===== config.mk =====
export PLATFORM = sky130hd
export DESIGN_NAME = xor_stream_checksum
export DESIGN_NICKNAME = d
export VERILOG_FILES = /design/src/rtl/xor_stream_checksum.sv
export SDC_FILE = /design/constraint.sdc
export NUM_CORES = 1
export LEC_CHECK = 0
export CORE_MARGIN = 5
export CORE_UTILIZATION = 57
export DETAILED_ROUTE_END_ITERATION = 10
export GPL_ROUTABILITY_DRIVEN = 0
export PLACE_DENSITY_LB_ADDON = 0.3
export SYNTH_ARGS = -nofsm -noshare
export SYNTH_HDL_FRONTEND = slang
export SYNTH_SLANG_ARGS = --single-unit
export TNS_END_PERCENT = 20

===== constraint.sdc =====
create_clock -name clk -period 3.75 [get_ports clk]
set_input_delay 0.75 -clock clk [delete_from_list [all_inputs] [get_ports clk]]
set_output_delay 0.75 -clock clk [all_outputs]
set_load 0.01 [all_outputs]

===== src/rtl/xor_stream_checksum.sv =====
// ---------------------------------------------------------------------------
// xor_stream_checksum
//
// Streaming, frame-based XOR checksum engine. Every accepted WIDTH-bit beat
// is folded into a running XOR accumulator. When a frame ends, the result is
// parked on a valid/ready output port until the sink takes it. A frame ends
// either on a beat flagged in_last or, when no in_last shows up, on the
// MAX_BEATS-th beat. In the second case out_ovf is set.
//
// Parameters
//   WIDTH      data / checksum width in bits (>= 1)
//   MAX_BEATS  beats per frame before forced termination (>= 2)
//   CNT_W      beat-counter width, 2**CNT_W must exceed MAX_BEATS
//
// Ports
//   clk           rising-edge clock
//   reset         synchronous, active-high reset
//   in_valid      source beat valid
//   in_ready      block can accept a beat (low only while a result is held)
//   in_data       beat payload
//   in_last       final beat of the frame
//   out_valid     checksum result valid
//   out_ready     sink accepts the result
//   out_data      XOR of all beats in the frame
//   out_parity    reduction XOR of out_data
//   out_beats     number of beats folded into the result
//   out_ovf       frame was force-terminated at MAX_BEATS
//
// Optional feature (macro XOR_CHECK_EN)
//   exp_data      expected checksum, sampled only on the terminating beat
//   out_match     result equals exp_data
//   out_syndrome  result XOR exp_data
// When XOR_CHECK_EN is not defined, these three ports and the compare logic
// are absent. The rest of the block behaves the same either way.
// ---------------------------------------------------------------------------
module xor_stream_checksum #(
  parameter int WIDTH     = 8,
  parameter int MAX_BEATS = 256,
  parameter int CNT_W     = 9
) (
  input  logic             clk,
  input  logic             reset,
  // source side
  input  logic             in_valid,
  output logic             in_ready,
  input  logic [WIDTH-1:0] in_data,
  input  logic             in_last,
`ifdef XOR_CHECK_EN
  // expected-value compare
  input  logic [WIDTH-1:0] exp_data,
  output logic             out_match,
  output logic [WIDTH-1:0] out_syndrome,
`endif
  // result side
  output logic             out_valid,
  input  logic             out_ready,
  output logic [WIDTH-1:0] out_data,
  output logic             out_parity,
  output logic [CNT_W-1:0] out_beats,
  output logic             out_ovf
);

  // IDLE  : no frame open, waiting for the first beat
  // ACCUM : frame open, folding beats
  // HOLD  : result presented, waiting for the sink
  typedef enum logic [1:0] {
    ST_IDLE  = 2'd0,
    ST_ACCUM = 2'd1,
    ST_HOLD  = 2'd2
  } state_t;

  localparam logic [CNT_W-1:0] MAX_CNT = CNT_W'(MAX_BEATS);
  localparam logic [CNT_W-1:0] ONE_CNT = CNT_W'(1);

  state_t state_q;
  state_t state_d;

  logic [WIDTH-1:0] acc_q;
  logic [CNT_W-1:0] cnt_q;

  logic             accept;
  logic [WIDTH-1:0] acc_base;
  logic [CNT_W-1:0] cnt_base;
  logic [WIDTH-1:0] fold;
  logic [CNT_W-1:0] cnt_inc;
  logic             hit_max;
  logic             terminate;
  logic             force_end;

  // Handshake flags are decoded from the state register alone, so there
  // is no combinational path from out_ready to in_ready.
  assign in_ready  = (state_q != ST_HOLD);
  assign out_valid = (state_q == ST_HOLD);
  assign accept    = in_valid && in_ready;

  // The accumulator and counter already sit at zero in IDLE. Forcing the
  // base to zero outside ACCUM still makes the start of a frame explicit,
  // so the first beat never depends on leftover register contents.
  // hit_max can only fire from ACCUM, because cnt_inc is 1 from IDLE and
  // MAX_BEATS is at least 2. If in_last arrives on the MAX_BEATS-th beat,
  // the frame ends normally and out_ovf stays clear.
  always_comb begin
    acc_base  = '0;
    cnt_base  = '0;
    if (state_q == ST_ACCUM) begin
      acc_base = acc_q;
      cnt_base = cnt_q;
    end
    fold      = acc_base ^ in_data;
    cnt_inc   = cnt_base + ONE_CNT;
    hit_max   = (cnt_inc == MAX_CNT);
    terminate = accept && (in_last || hit_max);
    force_end = accept && !in_last && hit_max;
  end

  // State register.
  always_ff @(posedge clk) begin
    if (reset) begin
      state_q <= ST_IDLE;
    end else begin
      state_q <= state_d;
    end
  end

  // Next-state logic. Any accepted beat either opens or continues a frame,
  // or ends it. HOLD is left only when the sink takes the result.
  always_comb begin
    state_d = state_q;
    unique case (state_q)
      ST_IDLE, ST_ACCUM: begin
        if (terminate) begin
          state_d = ST_HOLD;
        end else if (accept) begin
          state_d = ST_ACCUM;
        end
      end
      ST_HOLD: begin
        if (out_ready) begin
          state_d = ST_IDLE;
        end
      end
      default: state_d = ST_IDLE;
    endcase
  end

  // Running accumulator and beat counter. Both clear on the terminating
  // beat, so the next frame starts clean even straight after an overflow.
  // Reset discards any partial frame.
  always_ff @(posedge clk) begin
    if (reset) begin
      acc_q <= '0;
      cnt_q <= '0;
    end else if (terminate) begin
      acc_q <= '0;
      cnt_q <= '0;
    end else if (accept) begin
      acc_q <= fold;
      cnt_q <= cnt_inc;
    end
  end

  // Result registers. They load only on the terminating beat and then stay
  // frozen through HOLD, so the sink sees a stable word for as long as it
  // stalls. Reset clears any pending result.
  always_ff @(posedge clk) begin
    if (reset) begin
      out_data   <= '0;
      out_parity <= 1'b0;
      out_beats  <= '0;
      out_ovf    <= 1'b0;
    end else if (terminate) begin
      out_data   <= fold;
      out_parity <= ^fold;
      out_beats  <= cnt_inc;
      out_ovf    <= force_end;
    end
  end

`ifdef XOR_CHECK_EN
  // Expected-value compare. exp_data matters only on the terminating beat.
  // Its outcome is registered next to the checksum, so it shares the same
  // hold behaviour.
  always_ff @(posedge clk) begin
    if (reset) begin
      out_match    <= 1'b0;
      out_syndrome <= '0;
    end else if (terminate) begin
      out_match    <= (fold == exp_data);
      out_syndrome <= fold ^ exp_data;
    end
  end
`endif

endmodule


==> metrics.md <==
| Metric | Value |
|---|---|
| GRT Util Overall | between 10% and 20% |
| Post-place setup slack | roughly 1.1 ns |
| Syn_nets | around 260 |
| Crit path DAT | approximately 2.5 ns |
| Vias per Instance | roughly 5.5 |
| Vert. Die Dim | roughly 70 um |
| CTS Hold Bufs | 0 |
| Critical path launch point type | input pin |
| Critical path origin | in_valid |
| Worst stage delay on the critical path | approximately 0.56 ns |
| Min-Delay Path Class | flip-flop to flip-flop |
| Slew Viols, Final | 0 |
| Final period util | between 60 and 70% |
| Most common cell in the netlist | nand2_1 |
| Hold Vio Cnt, Final | 0 |
| Leakage | about 0.85 nW |
| Drt first pass iters | 4 |
| Clock sinks | 38 |
| Hold slack | ~0.46 ns |
| Largest net degree at the start of global routing | 29 |
| Number of synthesized flops with an enable pin | 0 |
| Final WL | 4320 um |
| Dominant synthesized flop cell | dfxtp_1 |
| Post-route minimum period | around 2.3 ns |
| Detailed placer's ending HPWL | 3040 um |
| R2R setup slack | between 1.5 and 2 ns |
| CTS resizes | 0 |
| Row Count | 21 |
| Initial core utilization | between 50% and 60% |
| FILL cells | 277 |
| Yosys top cell by area | dfxtp_1 |
| Ports | 34 |
| Full die area | approximately 4900 um2 |
| Placed Cells | ~310 |
| Synth Instances | roughly 250 |
| Antenna violations before repair | 0 |
| Number of global-route vias before repair | 1,563 |
| Peak supply drop | 0.244 mV |
| Layout cells sized above 1 | between 10% and 20% |
| Post-Syn Area | roughly 2000 um2 |
| Final setup fails | 0 |
| CTS tree | done |
| Worst Path Required | between 3 and 4 ns |
| Synth area leaders | dfxtp_1 37%, nand2_1 7.2%, xor2_1 6.0%, nor2_1 5.7%, o21ai_0 5.6% |
| #FFs+latches synth | 38 |
| Reg2reg end | out_beats[0] |
| CTS root buf | clkbuf_4 |
| Post-Route Setup TNS | 0 ns |
| Antenna viol nets, final | 0 |
| Drt initial violations | ~120 |
| Post-route setup slack | roughly 1.4 ns |
| Die width | around 70 um |
| Num CTS Buffers | 5 |
| Average routed wire per standard cell | 13.4 um |
| DR vias | around 1,800 |
| Post-CTS Setup Inserts | 0 |
| Hold path depth | 2 |
| Synth unique cells | between 40 and 50 |
| Buffers on Ports | 33 |
| Layout area overhead | 17.7% |
| GRT overflow | 0 |
| CP Capture Type | flip-flop |
| H-tree depth | 2 |
| Hold path startpoint | out_beats[3] |
| Final #Nets | approximately 290 |
| Worst Tran Pin Value | 0.736 ns |
| CTS max path bufs | 2 |
| Worst Reg2Reg Path Length in Cells | 6 |
| Setup CP Type | input pin to flip-flop |
| First-pass GRT wire length | approximately 7300 um |
| Setup Skew | 0.00570 ns |
| Critical path's slowest cell | nand2b_1 |
| Max-Cap Viols | 0 |
| Fmax | around 0.43 GHz |
| Status | finished clean |
| CORE AREA | approximately 3400 um2 |
| Avg Cell Area, Syn | 8.24 um2 |
| Worst-path cell chain | clkdlybuf4s50_1 > and2_0 > a21oi_1 > nand2b_1 > nor3_1 |
| Antenna cells | 0 |
| Synth top area share | 37.2% |
| Seq/Total Area, Yosys | a little under two fifths |
| Relative slew slack | 50.9% |
| RR Startpoint | cnt_q[0] |
| Crit-path max FO | 18 |
| Fin util | between 70% and 80% |
| Clock latency on the worst-skew pair | between 0.3 and 0.4 ns |
| Cell Pwr Density | 349 nW/um2 |
| Final cell count without fillers | approximately 320 |
| YS warnings | 0 |
| # DRC | 0 |
| RSZ-0062 raised after global routing | no |
| Async SR Flop Fraction | 0% |
| Post-synth top cells | 39 x nand2_1, 38 x dfxtp_1, 31 x nor2_1, 23 x o21ai_0, 22 x a21oi_1 |
| Hold endpoint | out_beats[3] |
| CTS clk-pin slew, worst paths | between 0.1 and 0.15 ns |
==> placed cells by master (no fill, tap or decap), types with 2 or more instances in the layout <==
| cell type | count |
|---|---|
| o21ai_0 | 23 |
| inv_1 | 2 |
| buf_4 | 4 |
| nand3_2 | 5 |
| nor2_1 | 31 |
| nor2_2 | 3 |
| xnor3_1 | 2 |
| nand2b_1 | 3 |
| xor2_1 | 14 |
| clkbuf_4 | 5 |
| or3_1 | 3 |
| nand3_1 | 2 |
| nand4_1 | 2 |
| a21oi_1 | 22 |
| clkdlybuf4s50_1 | 33 |
| dfxtp_1 | 38 |
| a211oi_1 | 7 |
| nand2_1 | 39 |
| a22oi_1 | 2 |
| a21oi_2 | 3 |
| xnor2_1 | 11 |
| a211oi_2 | 3 |
==> area by class of cell <==
| type | instances | area (um2) | share of cell area [%] |
|---|---|---|---|
| inverter | 2 | 7.51 | 0.312 |
| sequential | 38 | 761 | 31.6 |
| timing repair buffer | 37 | 360 | 15.0 |
| clock inverter | 1 | 5.00 | 0.208 |
| tap | 46 | 57.6 | 2.39 |
| clock buffer | 7 | 55.1 | 2.29 |
| multi-input combinational | 191 | 1160 | 48.2 |
==> power by group <==
part	total [mW]	switching [mW]	internal (mW)
Sequential	0.438	0.0170	0.421
Clock	0.227	0.136	0.0909
Combinational	0.176	0.0904	0.0851
==> metrics by stage <==
step,instance area (um2),total power [mW]
4_1_cts,2400,0.842
3_5_place_dp,2340,0.622
5_1_grt,2400,0.881
6_report,2400,0.840
2_1_floorplan,2040,0.569
3_3_place_gp,2340,0.618
==> how the worst max path moves through the flow <==
stage	depth (start not counted)	slack, ns	end
5_1_grt	6	1.26	out_beats[0]
6_report	5	1.44	state_q[0]
2_1_floorplan	5	1.86	out_parity
3_3_place_gp	6	1.15	out_beats[0]
3_5_place_dp	6	1.07	out_beats[0]
4_1_cts	6	1.44	out_beats[0]
==> worst max-delay path, delay by kind of cell <==
family | cells | cell delay (ns)
AO/OA/AOI/OAI | 1 | 0.16
AND/OR/NAND/NOR | 3 | 1.08
buffers and inverters | 1 | 0.53
==> sequential cells by signal, summed over array words and instances (netlist names) <==
name        flops
acc_q           8
out_parity      1
state_q         2
out_beats       9
cnt_q           9
out_ovf         1
out_data        8
==> per-layer routing <==
metal  global-route usage (%)  wire (um)  vias to the layer above
met3                     4.02        267                        9
met2                     27.2       1960                       53
li1                         -          -                      895
met5                        0          0                        -
met1                     25.0       2020                      816
met4                     8.09         77                        0
==> cell families (layout without fill, tap and decap cells) <==
| group | Yosys count | count (layout) | synth area share, % |
|---|---|---|---|
| buf+inv | 19 | 47 | 6.06 |
| flops | 38 | 38 | 37.2 |
| compound gates | 66 | 66 | 19.8 |
| xor+xnor | 28 | 28 | 13.7 |
| simple gates | 97 | 97 | 23.2 |
Power figures use the tool's default switching activity.
